## config.mk

```make
export PLATFORM = sky130hd
export DESIGN_NAME = bin2bcd_stream
export DESIGN_NICKNAME = d
export VERILOG_FILES = /design/src/rtl/bin2bcd_stream.sv
export SDC_FILE = /design/constraint.sdc
export NUM_CORES = 1
export LEC_CHECK = 0
export CAP_MARGIN = 30
export CORE_MARGIN = 5
export CORE_UTILIZATION = 59
export DETAILED_ROUTE_END_ITERATION = 10
export GPL_ROUTABILITY_DRIVEN = 0
export PLACE_DENSITY = 0.87
export SLEW_MARGIN = 10
export SYNTH_ARGS = -nofsm -noshare
export SYNTH_HDL_FRONTEND = slang
export SYNTH_SLANG_ARGS = --single-unit
export TNS_END_PERCENT = 10
```

## constraint.sdc

```tcl
create_clock -name clk -period 6.1 [get_ports clk]
set_clock_uncertainty 0.1 [all_clocks]
set_input_delay 1.22 -clock clk [delete_from_list [all_inputs] [get_ports clk]]
set_output_delay 1.22 -clock clk [all_outputs]
set_load 0.01 [all_outputs]
```

## src/rtl/bin2bcd_stream.sv

```systemverilog
// Multi-cycle binary-to-BCD converter (shift-and-add-3) with valid/ready on both sides,
// optional two's-complement input, significant-digit count and overflow flag.
module bin2bcd_stream #(
  parameter int BW     = 16,
  parameter int DIGITS = BW*28/93+1,
  parameter int SIGNED = 0,
  parameter int NDW    = $clog2(DIGITS+1)
) (
  input  logic                clk,
  input  logic                reset,
  input  logic                in_valid,
  output logic                in_ready,
  input  logic [BW-1:0]       bIn,
  output logic                out_valid,
  input  logic                out_ready,
  output logic [DIGITS*4-1:0] bcd,
  output logic                sign_out,
  output logic [NDW-1:0]      ndigits,
  output logic                overflow
);

  localparam int AW = DIGITS*4;
  localparam int CW = $clog2(BW+1);

  typedef enum logic [1:0] {IDLE, SHIFT, DONE} state_t;

  state_t         state, state_nxt;
  logic [BW-1:0]  shreg;
  logic [AW-1:0]  acc;
  logic           ovf;
  logic           neg_r;
  logic [CW-1:0]  count;

  logic [AW-1:0]  acc_corr, acc_nxt;
  logic           ovf_nxt;
  logic [NDW-1:0] nd_nxt;
  logic [BW-1:0]  mag;
  logic           neg;

  always_ff @(posedge clk) begin
    if (reset) state <= IDLE;
    else       state <= state_nxt;
  end

  always_comb begin
    state_nxt = state;
    case (state)
      IDLE:    if (in_valid)               state_nxt = SHIFT;
      SHIFT:   if (count == CW'(1))        state_nxt = DONE;
      DONE:    if (out_ready)              state_nxt = IDLE;
      default:                             state_nxt = IDLE;
    endcase
  end

  assign in_ready  = (state == IDLE);
  assign out_valid = (state == DONE);

  always_comb begin
    neg = (SIGNED != 0) && bIn[BW-1];
    // Negating the most negative value wraps to 2^(BW-1), which is the correct magnitude.
    mag = neg ? (~bIn + BW'(1)) : bIn;
    acc_corr = '0;
    for (int unsigned i = 0; i < DIGITS; i++) begin
      acc_corr[4*i +: 4] = (acc[4*i +: 4] > 4'd4) ? acc[4*i +: 4] + 4'd3 : acc[4*i +: 4];
    end
    acc_nxt = {acc_corr[AW-2:0], shreg[BW-1]};
    // A set bit leaving the top digit means the true value has more digits than we keep.
    ovf_nxt = ovf | acc_corr[AW-1];
    nd_nxt  = NDW'(1);
    for (int unsigned i = 0; i < DIGITS; i++) begin
      if (acc_nxt[4*i +: 4] != 4'd0) nd_nxt = NDW'(i+1);
    end
    if (ovf_nxt) nd_nxt = NDW'(DIGITS);
  end

  always_ff @(posedge clk) begin
    if (reset) begin
      shreg    <= '0;
      acc      <= '0;
      ovf      <= 1'b0;
      neg_r    <= 1'b0;
      count    <= '0;
      bcd      <= '0;
      sign_out <= 1'b0;
      ndigits  <= '0;
      overflow <= 1'b0;
    end else begin
      case (state)
        IDLE: begin
          if (in_valid) begin
            shreg <= mag;
            neg_r <= neg;
            acc   <= '0;
            ovf   <= 1'b0;
            count <= CW'(BW);
          end
        end
        SHIFT: begin
          shreg <= {shreg[BW-2:0], 1'b0};
          acc   <= acc_nxt;
          ovf   <= ovf_nxt;
          count <= count - CW'(1);
          if (count == CW'(1)) begin
            bcd      <= acc_nxt;
            sign_out <= neg_r;
            overflow <= ovf_nxt;
            ndigits  <= nd_nxt;
          end
        end
        default: ;
      endcase
    end
  end

endmodule
```

==> insert_results.sql <==
INSERT INTO impl_metrics (metric_group, metric, value, unit) VALUES
('status', 'run_status', 'finished clean', ''),
('pwr', 'power.sequential.fraction', '51.7', '%'),
('routing', 'detailroute.via_count', '3101', ''),
('placed_design', 'dp.final_hpwl', '5.22', 'mm'),
('synthesis', 'synth-simple-area-share', '24.1', '%'),
('synthesis', 'synth_top_family_by_area', 'simple AND/OR/NAND/NOR gates', ''),
('clock_tree', 'clkSinkCount', '68', ''),
('timing', 'setup-tns-final', '0', 'ps'),
('global_route', 'grt_antenna_before_repair', '0', ''),
('timing', 'finalSetupViolCount', '0', ''),
('pwr', 'switching_share', '26.2', '%'),
('synthesis', 'synth_compound_gate_area_share', '22.6', '%'),
('timing', 'fmax', '315', 'MHz'),
('clock_tree', 'number_of_buffers_on_the_longest_clock_path', '2', ''),
('die', 'die_area', '0.00748', 'mm²'),
('layout', 'final_nets', '493', ''),
('routing', 'detail_route.first_pass.iterations', '5', ''),
('layout', 'final.fill_count', '453', ''),
('routing', 'viasPerCell', '5.76', ''),
('routing', 'route.antenna.remaining_nets', '0', ''),
('setup_path', 'timing.critical_path.from_type', 'primary input', ''),
('hold_path', 'holdCritPathClass', 'reg2reg', ''),
('routing', 'drc_errors', '0', ''),
('timing', 'slew_headroom', '37.4', '%'),
('synthesis', 'synth_cell_type_count', '51', ''),
('layout', 'area_delta_synth_final', '18.0', '%'),
('routing', 'wirelength', '7.67', 'mm'),
('setup_path', 'cp.arrival', '3280', 'ps'),
('clock_tree', 'numCtsBuffers', '9', ''),
('global_route', 'first_global_vias', '3091', ''),
('synthesis', 'post_synth_inst_count', '431', ''),
('routing', 'met3_length', '416', 'µm'),
('setup_path', 'setup.reg_to_reg.worst_slack', '3550', 'ps'),
('hold_path', 'worst_hold_startpoint', 'bcd[5]$_SDFFE_PP0P_', ''),
('timing', 'fin_ws', '2920', 'ps'),
('synthesis', 'syn_area', '0.00345', 'mm²'),
('synthesis', 'ys.flop_type', 'sky130_fd_sc_hd__dfxtp_1', ''),
('layout', 'final_util', '72.6', '%'),
('pwr', 'power.density_cell_area', '228', 'mW/mm²'),
('layout', 'num_antenna_cells', '0', ''),
('routing', 'drt-initial-drc-count', '213', ''),
('die', 'horiz_die_dim', '86.5', 'µm'),
('setup_path', 'critical_path.max_fanout', '29', ''),
('synthesis', 'number_of_storage_elements_in_the_synthesis_netlist', '68', ''),
('global_route', 'overflow', '0', ''),
('pwr', 'internal-power', '684', 'µW'),
('timing', 'finalCritPeriodShare', '52.1', '%'),
('global_route', 'grt_pass1_wl', '13.3', 'mm'),
('timing', 'slew_violations', '0', ''),
('synthesis', 'seq_area_frac_synth', '39.4', '%'),
('setup_path', 'timing.critical_path.to_type', 'flip-flop', ''),
('routing', 'maxUsedRoutingLayer', 'met4', ''),
('die', 'initial_utilization', '61.5', '%'),
('clock_tree', 'ctsHoldBuffers', '0', ''),
('hold_path', 'worstHoldEndpoint', 'bcd[5]$_SDFFE_PP0P_', ''),
('layout', 'layout.cells.most_common_list', '90 x sky130_fd_sc_hd__nor2_1, 68 x sky130_fd_sc_hd__dfxtp_1, 46 x sky130_fd_sc_hd__a21oi_1, 44 x sky130_fd_sc_hd__clkdlybuf4s50_1, 27 x sky130_fd_sc_hd__nand2_1', ''),
('placed_design', 'port_buffers', '45', ''),
('timing', 'worstMarginPinSlew', '936', 'ps'),
('clock_tree', 'path_clk_slew', '70', 'ps'),
('global_route', 'grt.total_usage', '21.9', '%'),
('synthesis', 'count_of_flip_flops_with_a_built_in_enable_after_synthesis', '0', ''),
('timing', 'unrepaired_setup_endpoints_after_global_routing', 'false', ''),
('layout', 'mostFrequentLayoutCell', 'sky130_fd_sc_hd__nor2_1', ''),
('setup_path', 'r2r_cells', '6', ''),
('pwr', 'worst_ir_drop_vdd', '0.000200', 'V'),
('clock_tree', 'cts.repair.resized', '0', ''),
('clock_tree', 'insertion_delay', '350', 'ps'),
('pwr', 'portion_of_total_power_attributed_to_combinational_logic', '13.0', '%'),
('synthesis', 'synth-xor-area-share', '1.02', '%'),
('synthesis', 'synth.area.mux_share', '2.36', '%'),
('hold_path', 'min_path_cells', '2', '');
## per-stage QoR
stage | hold WS, ps | instances | area, µm²
2_1_floorplan | 359 | 431 | 3450
3_3_place_gp | 342 | 521 | 3860
3_5_place_dp | 345 | 522 | 3890
4_1_cts | 354 | 537 | 4060
5_1_grt | 372 | 538 | 4070
6_report | 351 | 538 | 4070
## state kept, by name (all words and copies together) (netlist names)
| name | count |
|---|---|
| acc | 20 |
| bcd | 20 |
| count | 5 |
| ndigits | 3 |
| overflow | 1 |
| ovf | 1 |
| shreg | 16 |
| state | 2 |
## layout make-up
class	count	share of cell area, %
well taps	72	2.21
repair buffers	50	12.5
clock buffers	13	3.90
flip-flops and latches	68	33.4
multi-input cells	313	45.8
clock inverters	2	0.246
inverters	20	1.84
## synth_stat cells (all sizes together) (4+ instances only)
master	count	share of area, %
clkbuf	24	3.5
nor2b	18	3.5
mux2i	7	2.0
xnor2	4	1.0
a211oi	8	1.9
nand2	27	2.9
nor2	90	9.8
inv	20	2.2
dfxtp	68	39
nand2b	5	0.91
a2111oi	6	2.2
ha	11	4.0
o221a	7	2.3
nor3b	4	0.87
nor3	11	1.6
o21ai	15	2.3
a22oi	17	3.7
a21oi	46	6.7
buf	6	0.80
## per-layer routing
metal	up-vias	GRT usage, %
met5	-	0
met4	0	9.07
met3	17	3.61
met2	77	40.9
met1	1454	24.4
li1	1553	-
## cells by family after synthesis
logic type | Yosys count
AOI/OAI and AO/OA | 113
xor gates and xnor gates | 4
adders and majority gates | 11
buffers and inverters | 50
DFF | 68
muxes | 8
other | 1
and+or+nand+nor | 176
## worst max path at each step
stage | start | to | slack, ps
after floorplan | state[0]$_SDFFE_PP0P_ | in_ready | 3530
after global placement | in_valid | acc[3]$_SDFFE_PP0P_ | 2680
after detailed placement | in_valid | acc[1]$_SDFFE_PP0P_ | 2580
after CTS | state[0]$_SDFFE_PP0P_ | out_valid | 2820
after global routing | in_valid | acc[18]$_SDFFE_PP0P_ | 2760
final | in_valid | acc[12]$_SDFFE_PP0P_ | 2920
## critical path, stage by stage
cell                              delay, ps
sky130_fd_sc_hd__clkdlybuf4s50_1       1090
sky130_fd_sc_hd__nor2_1                 110
sky130_fd_sc_hd__or2_2                  510
sky130_fd_sc_hd__a22oi_1                290
sky130_fd_sc_hd__nor2_1                  60
## power by group through the flow
stage | Combinational (mW) | Clock [mW] | Sequential (mW)
2_1_floorplan | 0.0821 | 0 | 0.485
6_report | 0.120 | 0.328 | 0.479
5_1_grt | 0.135 | 0.352 | 0.482
3_3_place_gp | 0.109 | 0 | 0.490
3_5_place_dp | 0.115 | 0 | 0.491
4_1_cts | 0.117 | 0.331 | 0.481
Power figures use the tool's default switching activity.
==> variant (same settings) <==
Reset style: asynchronous (`reset`), changed in 2 clocked blocks.
--- a/src/rtl/bin2bcd_stream.sv
+++ b/src/rtl/bin2bcd_stream.sv
@@ -37,7 +37,7 @@
   logic [BW-1:0]  mag;
   logic           neg;
 
-  always_ff @(posedge clk) begin
+  always_ff @(posedge clk or posedge reset) begin
     if (reset) state <= IDLE;
     else       state <= state_nxt;
   end
@@ -73,7 +73,7 @@
     if (ovf_nxt) nd_nxt = NDW'(DIGITS);
   end
 
-  always_ff @(posedge clk) begin
+  always_ff @(posedge clk or posedge reset) begin
     if (reset) begin
       shreg    <= '0;
       acc      <= '0;
Formal check against the unedited RTL: differs if reset is asserted again (counterexample within 4 cycles, from zero or initial values and one cycle with reset high); with reset held inactive, the same outputs for 10 cycles.
==> variant against the original RTL <==
Setup slack got worse by 0.44 ns. Non-clock buffer count fell by 3. Hold slack improved by 0.023 ns. Critical endpoint is now ndigits[1]. Critical path depth did not move. Die area fell by 2.2%. Area after synthesis fell by 2.5%. Register-to-register slack got worse by 1.1 ns. Design area fell by 1.3%. Wire length fell by 7.4%. Sequential share of layout area rose by 8.9 points. Cell count fell by 13%. Sequential cell count did not move.
Power is not compared: it rests on default switching activity, and its combinational part moved more than twofold at a synthesized area within 25%.
==> variant: results (changes against the original RTL) <==
- Signal buffers share of area: 11.6% (was 12.5%)
- Placement-stage cell area: 3850 µm² (was 3890 µm²)
- Routed via count divided by cell count: 5.69 (was 5.76)
- End point of the worst hold path: bcd[18] (was bcd[5])
- Capture instance of the worst register-to-register path: ndigits[1] (was ndigits[2])
- Post-synth top flop: sky130_fd_sc_hd__dfrtp_1 (was sky130_fd_sc_hd__dfxtp_1)
- Share of final-layout standard cells stronger than drive strength 1: 6.78% (was 8.58%)
- Worst-case reg-to-reg path depth: 5 (was 6)
- Data arrival time of the critical path: 3.77 ns (was 3.28 ns)
- Wire length of the first global-routing pass: 12.2 mm (was 13.3 mm)
- Routed length on met1: 3.18 mm (was 3.23 mm)
- Hold Path Origin: bcd[18] (was bcd[5])
- GR Util met1: 27.5% (was 24.4%)
- Crit-path leading delay family: simple AND/OR/NAND/NOR gates (was buffers and inverters)
- Post-synth ARST share: 100% (was 0%)
- Iter 0 DRT Violations: 210 (was 213)
- Worst hold slack: 0.374 ns (was 0.351 ns)
- Worst slew margin: 39.8% (was 37.4%)
- Detailed-routed wire length on met3: 311 µm (was 416 µm)
- Status: complete, no violations (unchanged)
- Slack of the worst reg-to-reg path: 2.49 ns (was 3.55 ns)
- Critical path's slowest cell: sky130_fd_sc_hd__dfrtp_1 (was sky130_fd_sc_hd__clkdlybuf4s50_1)
- Post-synthesis sequential area ratio: 50.6% (was 39.4%)
- Largest cells by area after synthesis: sky130_fd_sc_hd__dfrtp_1 51%, sky130_fd_sc_hd__nand2_1 7.5%, sky130_fd_sc_hd__o21ai_0 7.4% (was sky130_fd_sc_hd__dfxtp_1 39%, sky130_fd_sc_hd__nor2_1 9.8%, sky130_fd_sc_hd__a21oi_1 6.7%)
- Synth Net Count: 385 (was 462)
- Routing usage on met2: 33.8% (was 40.9%)
- Pin count of the biggest net entering global routing: 69 (was 70)
- Number of ordinary and repair buffers in the finished layout: 47 (was 50)
- HPWL Detailed: 4.79 mm (was 5.22 mm)
- Peak per-stage delay on the critical path: 0.93 ns (was 1.09 ns)
## variant: cell count changes in the layout (fill, tap and decap cells not counted), moves of 7 or more
| cell | before | now |
|---|---|---|
| sky130_fd_sc_hd__nor2_1 | 90 | 11 |
| sky130_fd_sc_hd__dfrtp_1 | 0 | 68 |
| sky130_fd_sc_hd__dfxtp_1 | 68 | 0 |
| sky130_fd_sc_hd__nand2_1 | 27 | 67 |
| sky130_fd_sc_hd__o21ai_0 | 13 | 50 |
| sky130_fd_sc_hd__a21oi_1 | 46 | 22 |
| sky130_fd_sc_hd__a22oi_1 | 17 | 2 |
| sky130_fd_sc_hd__and3b_1 | 0 | 13 |
| sky130_fd_sc_hd__nor3_1 | 11 | 2 |
| sky130_fd_sc_hd__a22o_1 | 0 | 8 |
| sky130_fd_sc_hd__a211oi_1 | 7 | 0 |
| sky130_fd_sc_hd__o221a_2 | 7 | 0 |
## variant: cells by family after synthesis
group	count (synthesis)	share of synthesized area (%)
muxes	6	1.82
adders and majority gates	11	4.09
and+or+nand+nor	127	19.9
DFF	68	50.6
buffers and inverters	34	3.98
other	1	0.111
AOI/OAI and AO/OA	101	18.0
xor gates and xnor gates	6	1.56
## variant: worst min-delay path: cells and delay by family, from the launching register on
kind | cells | cell delay (ns)
AND/OR/NAND/NOR | 2 | 0.10
flip-flops | 1 | 0.34
## variant: power by group
group | switching [W] | leakage (nW) | internal (W)
clock network | 0.000161 | 0.0893 | 0.000166
registers | 0.000180 | 0.849 | 0.000646
logic | 0.000493 | 0.947 | 0.000451
total | 0.000834 | 1.89 | 0.00126
## variant: worst max-delay path by stage
stage	from	to
finish	state[0]	ndigits[1]
CTS	state[0]	ndigits[1]
detailed placement	state[0]	ndigits[1]
global route	state[0]	ndigits[1]
floorplan	reset	acc[0]
global placement	state[0]	ndigits[1]
